--- src/rtl/pq_stream_sorter.sv ---
// ---------------------------------------------------------------------------
// pq_stream_sorter
//
// Sorts a batch of upstream items into ascending order using an external
// priority queue. Items are inserted into the queue while in FILL; once the
// batch ends (explicit s_last or the queue becoming full) the block switches
// to DRAIN, pops the queue head one item at a time and streams the results
// downstream through a 2-entry output FIFO.
//
// Ports
//   CLK        clock, all state updates on the rising edge
//   RSTn       synchronous active-low reset
//   s_valid    upstream item valid
//   s_ready    upstream item accepted when s_valid && s_ready
//   s_data     upstream item
//   s_last     final item of the current batch
//   m_valid    sorted item valid (output FIFO non-empty)
//   m_ready    downstream accept
//   m_data     sorted item, ascending within a batch
//   m_last     final sorted item of the batch
//   pq_valid   priority queue request strobe
//   pq_write   1 = insert, 0 = pop
//   pq_data    insert data
//   pq_rvalid  pop response valid, one cycle after the pop request
//   pq_rdata   queue head value returned for the pop
//   err        sticky protocol error (cleared only by reset)
// ---------------------------------------------------------------------------
module pq_stream_sorter #(
  parameter int QUEUE_DETH  = 32,
  parameter int DATA_LENGTH = 32
) (
  input  logic                   CLK,
  input  logic                   RSTn,
  input  logic                   s_valid,
  output logic                   s_ready,
  input  logic [DATA_LENGTH-1:0] s_data,
  input  logic                   s_last,
  output logic                   m_valid,
  input  logic                   m_ready,
  output logic [DATA_LENGTH-1:0] m_data,
  output logic                   m_last,
  output logic                   pq_valid,
  output logic                   pq_write,
  output logic [DATA_LENGTH-1:0] pq_data,
  input  logic                   pq_rvalid,
  input  logic [DATA_LENGTH-1:0] pq_rdata,
  output logic                   err
);

  localparam int            CW    = $clog2(QUEUE_DETH) + 1;
  localparam logic [CW-1:0] DEPTH = CW'(QUEUE_DETH);
  localparam logic [CW-1:0] ONE   = CW'(1);

  typedef enum logic {
    FILL  = 1'b0,
    DRAIN = 1'b1
  } state_t;

  state_t state;
  state_t state_next;

  // Items currently held in the attached queue, items inserted for this
  // batch, and pops issued so far while draining it.
  logic [CW-1:0] count;
  logic [CW-1:0] batch_size;
  logic [CW-1:0] issued;

  // One pop may be outstanding; its response lands in the FIFO next cycle.
  logic inflight;
  logic inflight_last;

  // Two-entry output FIFO.
  logic [DATA_LENGTH-1:0] fifo_data [2];
  logic [1:0]             fifo_last;
  logic                   rd_ptr;
  logic                   wr_ptr;
  logic [1:0]             occ;

  logic       accept;
  logic       pop;
  logic       final_pop;
  logic       deq;
  logic       last_out;
  logic [1:0] occ_after;

  // The FIFO head drives the downstream port directly, so data and last
  // stay stable for as long as the consumer stalls.
  assign m_valid  = (occ != 2'd0);
  assign m_data   = fifo_data[rd_ptr];
  assign m_last   = m_valid & fifo_last[rd_ptr];
  assign deq      = m_valid & m_ready;
  assign last_out = deq & m_last;

  // State register.
  always_ff @(posedge CLK) begin
    if (!RSTn) begin
      state <= FILL;
    end else begin
      state <= state_next;
    end
  end

  // Next-state logic: a batch ends on an explicit last beat or when the
  // accepted beat fills the queue; draining ends when the last sorted item
  // leaves the block.
  always_comb begin
    state_next = state;
    case (state)
      FILL: begin
        if (accept && (s_last || (count == DEPTH - ONE))) begin
          state_next = DRAIN;
        end
      end
      DRAIN: begin
        if (last_out) begin
          state_next = FILL;
        end
      end
      default: state_next = FILL;
    endcase
  end

  // Output / request logic. A pop is allowed only if the FIFO, after this
  // cycle's dequeue, still has room for both the response already in
  // flight and the new one. Pops are suppressed while reset is asserted so
  // no response can arrive after the queue and this block come out of reset.
  always_comb begin
    s_ready   = 1'b0;
    pop       = 1'b0;
    final_pop = 1'b0;
    occ_after = occ - {1'b0, deq} + {1'b0, inflight};
    if (state == FILL) begin
      s_ready = (count < DEPTH);
    end else if (RSTn && (issued < batch_size) && (occ_after < 2'd2)) begin
      pop = 1'b1;
    end
    if (pop && (issued == batch_size - ONE)) begin
      final_pop = 1'b1;
    end
    accept   = s_valid & s_ready;
    pq_valid = accept | pop;
    pq_write = accept;
    pq_data  = s_data;
  end

  // Batch bookkeeping. Everything clears together when the final sorted
  // item is accepted, so the next FILL starts from an empty queue.
  always_ff @(posedge CLK) begin
    if (!RSTn) begin
      count      <= '0;
      batch_size <= '0;
      issued     <= '0;
    end else if ((state == DRAIN) && last_out) begin
      count      <= '0;
      batch_size <= '0;
      issued     <= '0;
    end else begin
      if (accept && (count < DEPTH)) begin
        count      <= count + ONE;
        batch_size <= batch_size + ONE;
      end
      if (pop) begin
        if (count != '0) begin
          count <= count - ONE;
        end
        issued <= issued + ONE;
      end
    end
  end

  // Pop tracking and protocol checking. A response with nothing pending, or
  // a missing response after a pop, sets the sticky error flag.
  always_ff @(posedge CLK) begin
    if (!RSTn) begin
      inflight      <= 1'b0;
      inflight_last <= 1'b0;
      err           <= 1'b0;
    end else begin
      inflight      <= pop;
      inflight_last <= final_pop;
      if ((pq_rvalid && !inflight) || (inflight && !pq_rvalid)) begin
        err <= 1'b1;
      end
    end
  end

  // Output FIFO. The slot reserved by a pop is always filled one cycle
  // later, even if the response strobe went missing; that keeps the drain
  // moving after an error at the cost of undefined data in that slot.
  always_ff @(posedge CLK) begin
    if (!RSTn) begin
      fifo_data[0] <= '0;
      fifo_data[1] <= '0;
      fifo_last    <= '0;
      rd_ptr       <= 1'b0;
      wr_ptr       <= 1'b0;
      occ          <= 2'd0;
    end else begin
      if (inflight) begin
        fifo_data[wr_ptr] <= pq_rdata;
        fifo_last[wr_ptr] <= inflight_last;
        wr_ptr            <= ~wr_ptr;
      end
      if (deq) begin
        rd_ptr <= ~rd_ptr;
      end
      occ <= occ + {1'b0, inflight} - {1'b0, deq};
    end
  end

endmodule

--- config.mk ---
export PLATFORM = sky130hd
export DESIGN_NAME = pq_stream_sorter
export DESIGN_NICKNAME = d
export VERILOG_FILES = /design/src/rtl/pq_stream_sorter.sv
export SDC_FILE = /design/constraint.sdc
export NUM_CORES = 1
export LEC_CHECK = 0
export CAP_MARGIN = 20
export CORE_ASPECT_RATIO = 0.75
export CORE_MARGIN = 5
export CORE_UTILIZATION = 50
export CTS_CLUSTER_SIZE = 28
export DETAILED_ROUTE_END_ITERATION = 16
export PLACE_DENSITY = 0.95
export SYNTH_ARGS = -nofsm -noshare
export SYNTH_HDL_FRONTEND = slang
export SYNTH_SLANG_ARGS = --single-unit
--- constraint.sdc ---
create_clock -name CLK -period 6.1 [get_ports CLK]
set_clock_uncertainty 0.2 [all_clocks]
set_input_delay 1.22 -clock CLK [delete_from_list [all_inputs] [get_ports CLK]]
set_output_delay 1.22 -clock CLK [all_outputs]
set_load 0.01 [all_outputs]
==> flow_metrics.py <==
metrics = {
    "critical_path": {
        "path_depth": 11,
        "startpoint_type": "input pin",
        "path_cells": "clkdlybuf4s50_1, o21ai_0, inv_1, ha_1, inv_1, ha_1, xor3_1, a2111oi_4, nand3_2, nand2_1, clkdlybuf4s50_1",
        "cpMaxStageDelayCell": "clkdlybuf4s50_1",
        "critPathKind": "input pin to primary output",
        "worstPathArrival_ns": 3.90,
        "worst_path_largest_cell_delay_ns": 0.53,
        "worstSetupEndpointType": "primary output",
        "crit_family": "buffers and inverters",
        "crit_required_ns": 4.68,
        "r2r_cells": 11,
        "worst-path-buf-inv": 4,
        "worstPathMaxFanout": 7,
    },
    "sta": {
        "max_slew_margin_pct": 33.17,
        "whs_ns": 0.2790,
        "tightestPinTransition_ns": 1.002,
        "fin_crit_sh_pct": 87.16,
        "fmax_ghz": 0.1881,
        "setup_ws_ns": 0.7834,
        "fin_crit_ns": 5.317,
        "hold_viol": 0,
        "slew_viol_final": 0,
        "rsz0062_at_grt": "false",
        "setup_viol": 0,
        "tns_ns": 0,
    },
    "clock_tree": {
        "clk-insertion-delay-late_ns": 0.34,
        "cts_setup_buffers": 0,
        "path_clk_slew_ns": 0.06,
        "ctsHoldBuffers": 0,
        "htree_levels": 3,
        "cts.sinks": 93,
        "cts_buffers": 9,
        "clockBufferDepth": 2,
        "cts_tree": "built",
        "cts-root-buf": "clkbuf_16",
        "cts_resized": 0,
    },
    "finish": {
        "n_antenna_cell": 0,
        "num-nets-final": 530,
        "drive_above_1_share_pct": 13.30,
        "area.growth.synth_to_final_pct": 19.72,
    },
    "floorplan": {
        "ios": 140,
        "die_area_mm2": 0.01149,
        "die_x_um": 122.1,
        "rows": 30,
        "die_y_um": 94.09,
        "coreArea_mm2": 0.009121,
        "start_util_pct": 51.67,
    },
    "outcome": {
        "status": "finished, final reports clean",
    },
    "placed_design": {
        "gp_congestion": 0.8472,
        "dp_hpwl_um": 6946,
        "numPortBuffers": 75,
        "pre_cts_ws_ns": 0.7653,
    },
    "detailed_routing": {
        "viasPerCell": 5.359,
        "ant_nets": 0,
        "drc_errors": 0,
        "wl_um": 9880,
        "dr.pass1.iters": 4,
        "num_vias": 3103,
        "wl_per_cell_um": 17.06,
        "drt_iter0_markers": 208,
    },
    "logic_synthesis": {
        "synthFlopType": "edfxtp_1",
        "syn_area_mm2": 0.004713,
        "synth_top_area_cell": "edfxtp_1",
        "yosysSeqAreaShare_pct": 53.09,
        "synth_seq_cells": 93,
        "yosys.cell_types.count": 46,
        "synth_area_per_cell_um2": 11.67,
        "ys_warn_count": 0,
        "synthTopCellsByArea": "edfxtp_1 (41%), dfxtp_1 (12%), and2_1 (9.3%)",
        "netlist.area_leader.share_pct": 40.78,
        "synth_edf_count": 64,
        "synth_cells": 404,
        "async_flop_share_pct": 0,
        "synth_fp_nets": 488,
    },
    "grt": {
        "antenna_found_initial": 0,
        "grt_pass1_wl_um": 15150,
        "use_met3_pct": 5.840,
        "grt_max_degree": 34,
        "grt_usage_pct": 17.35,
        "grt_pass1_vias": 3002,
        "gr-usage-met1_pct": 20.05,
        "grtUsageMet2_pct": 29.14,
        "top_usage_layer": "met2",
        "overflow": 0,
    },
    "pwr": {
        "cellLeakagePower_nw": 2.164,
        "peakVddDrop_uv": 178.0,
        "p_per_area_mw_per_mm2": 290.2,
    },
    "hold_path": {
        "hp-class": "flop to flop",
        "worstHoldPathCells": 1,
    },
    "run": {
        "maxCapViolations": 0,
    },
}
path summary, 6_finish.rpt:
kind	from	to	slack, ns
worst max-delay path	m_ready	pq_valid	0.78
worst min-delay path	err$_SDFFE_PN0P_	err$_SDFFE_PN0P_	0.28
worst max register to register	occ[1]$_SDFF_PN0_	issued[3]$_SDFFE_PP0P_	2.97
worst min register to register	err$_SDFFE_PN0P_	err$_SDFFE_PN0P_	0.28
per-stage QoR:
stage                     cell area, um^2  util, %  instances  total power [mW]
final                                5643    61.87        579             1.638
after floorplan                      4713        -        404            0.9734
after global placement               5345    58.60        562             1.111
after global routing                 5643    61.87        579             1.706
after CTS                            5628    61.70        578             1.654
after detailed placement             5345    58.60        562             1.123
synthesized netlist by cell type, types with 8 or more instances:
library cell  number
a21oi_1            8
and2_1            70
buf_4             32
clkbuf_1          11
dfxtp_1           29
edfxtp_1          64
ha_1              14
inv_1             16
mux2_2            32
nand2_1           17
nor2_1            20
xnor2_1           10
power by group:
| part | leakage (nW) | internal, mW | switching, mW |
|---|---|---|---|
| Clock | 0.134 | 0.282 | 0.248 |
| Combinational | 1.13 | 0.211 | 0.156 |
| Sequential | 0.897 | 0.709 | 0.0320 |
| Total | 2.16 | 1.20 | 0.436 |
per-layer routing:
| layer | part of all wire [%] | vias to the layer above |
|---|---|---|
| met3 | 8.7 | 38 |
| met4 | 3.2 | 0 |
| met5 | 0 | - |
| li1 | - | 1475 |
| met2 | 48 | 124 |
| met1 | 40 | 1466 |
registers in the layout (all words and copies together) (netlist names), 2 cells and up, named ones only:
name and count:
issued 6, count 6, batch_size 6, fifo_data 64, fifo_last 2, occ 2
area by class of cell:
| cell class | count | area (um^2) |
|---|---|---|
| multi-input combinational | 244 | 1829 |
| sequential | 93 | 2502 |
| timing repair buffer | 81 | 803.3 |
| fill | 684 | 3478 |
| clock inverter | 7 | 57.56 |
| inverter | 17 | 65.06 |
| tap | 128 | 160.2 |
| clock buffer | 9 | 225.2 |
cell families after synthesis:
| group | synth area share (%) |
|---|---|
| flip-flops | 53.09 |
| XOR/XNOR | 3.106 |
| multiplexers | 8.495 |
| buffers and inverters | 8.150 |
| AO/OA/AOI/OAI | 6.212 |
| adder cells (fa/ha/maj) | 3.717 |
| AND/OR/NAND/NOR | 17.23 |
cell usage in the layout (no fill, tap or decap), drive strengths merged, types with 2 or more instances in the layout:
cell,instances
clkdlybuf4s50,75
and2,70
edfxtp,64
mux2,32
dfxtp,29
nor2,20
inv,19
nand2,17
ha,14
xnor2,10
clkbuf,9
a21oi,8
o21ai,6
nand2b,6
nand4,6
buf,6
and3,5
mux2i,4
xor2,4
nor3,4
nand3,4
a31oi,3
a41oi,3
clkinv,3
and4,2
o31ai,2
a311oi,2
a41o,2
a32o,2
nand3b,2
o221ai,2
or3,2
clkinvlp,2
nand4b,2
a211oi,2
Power figures use the tool's default switching activity.
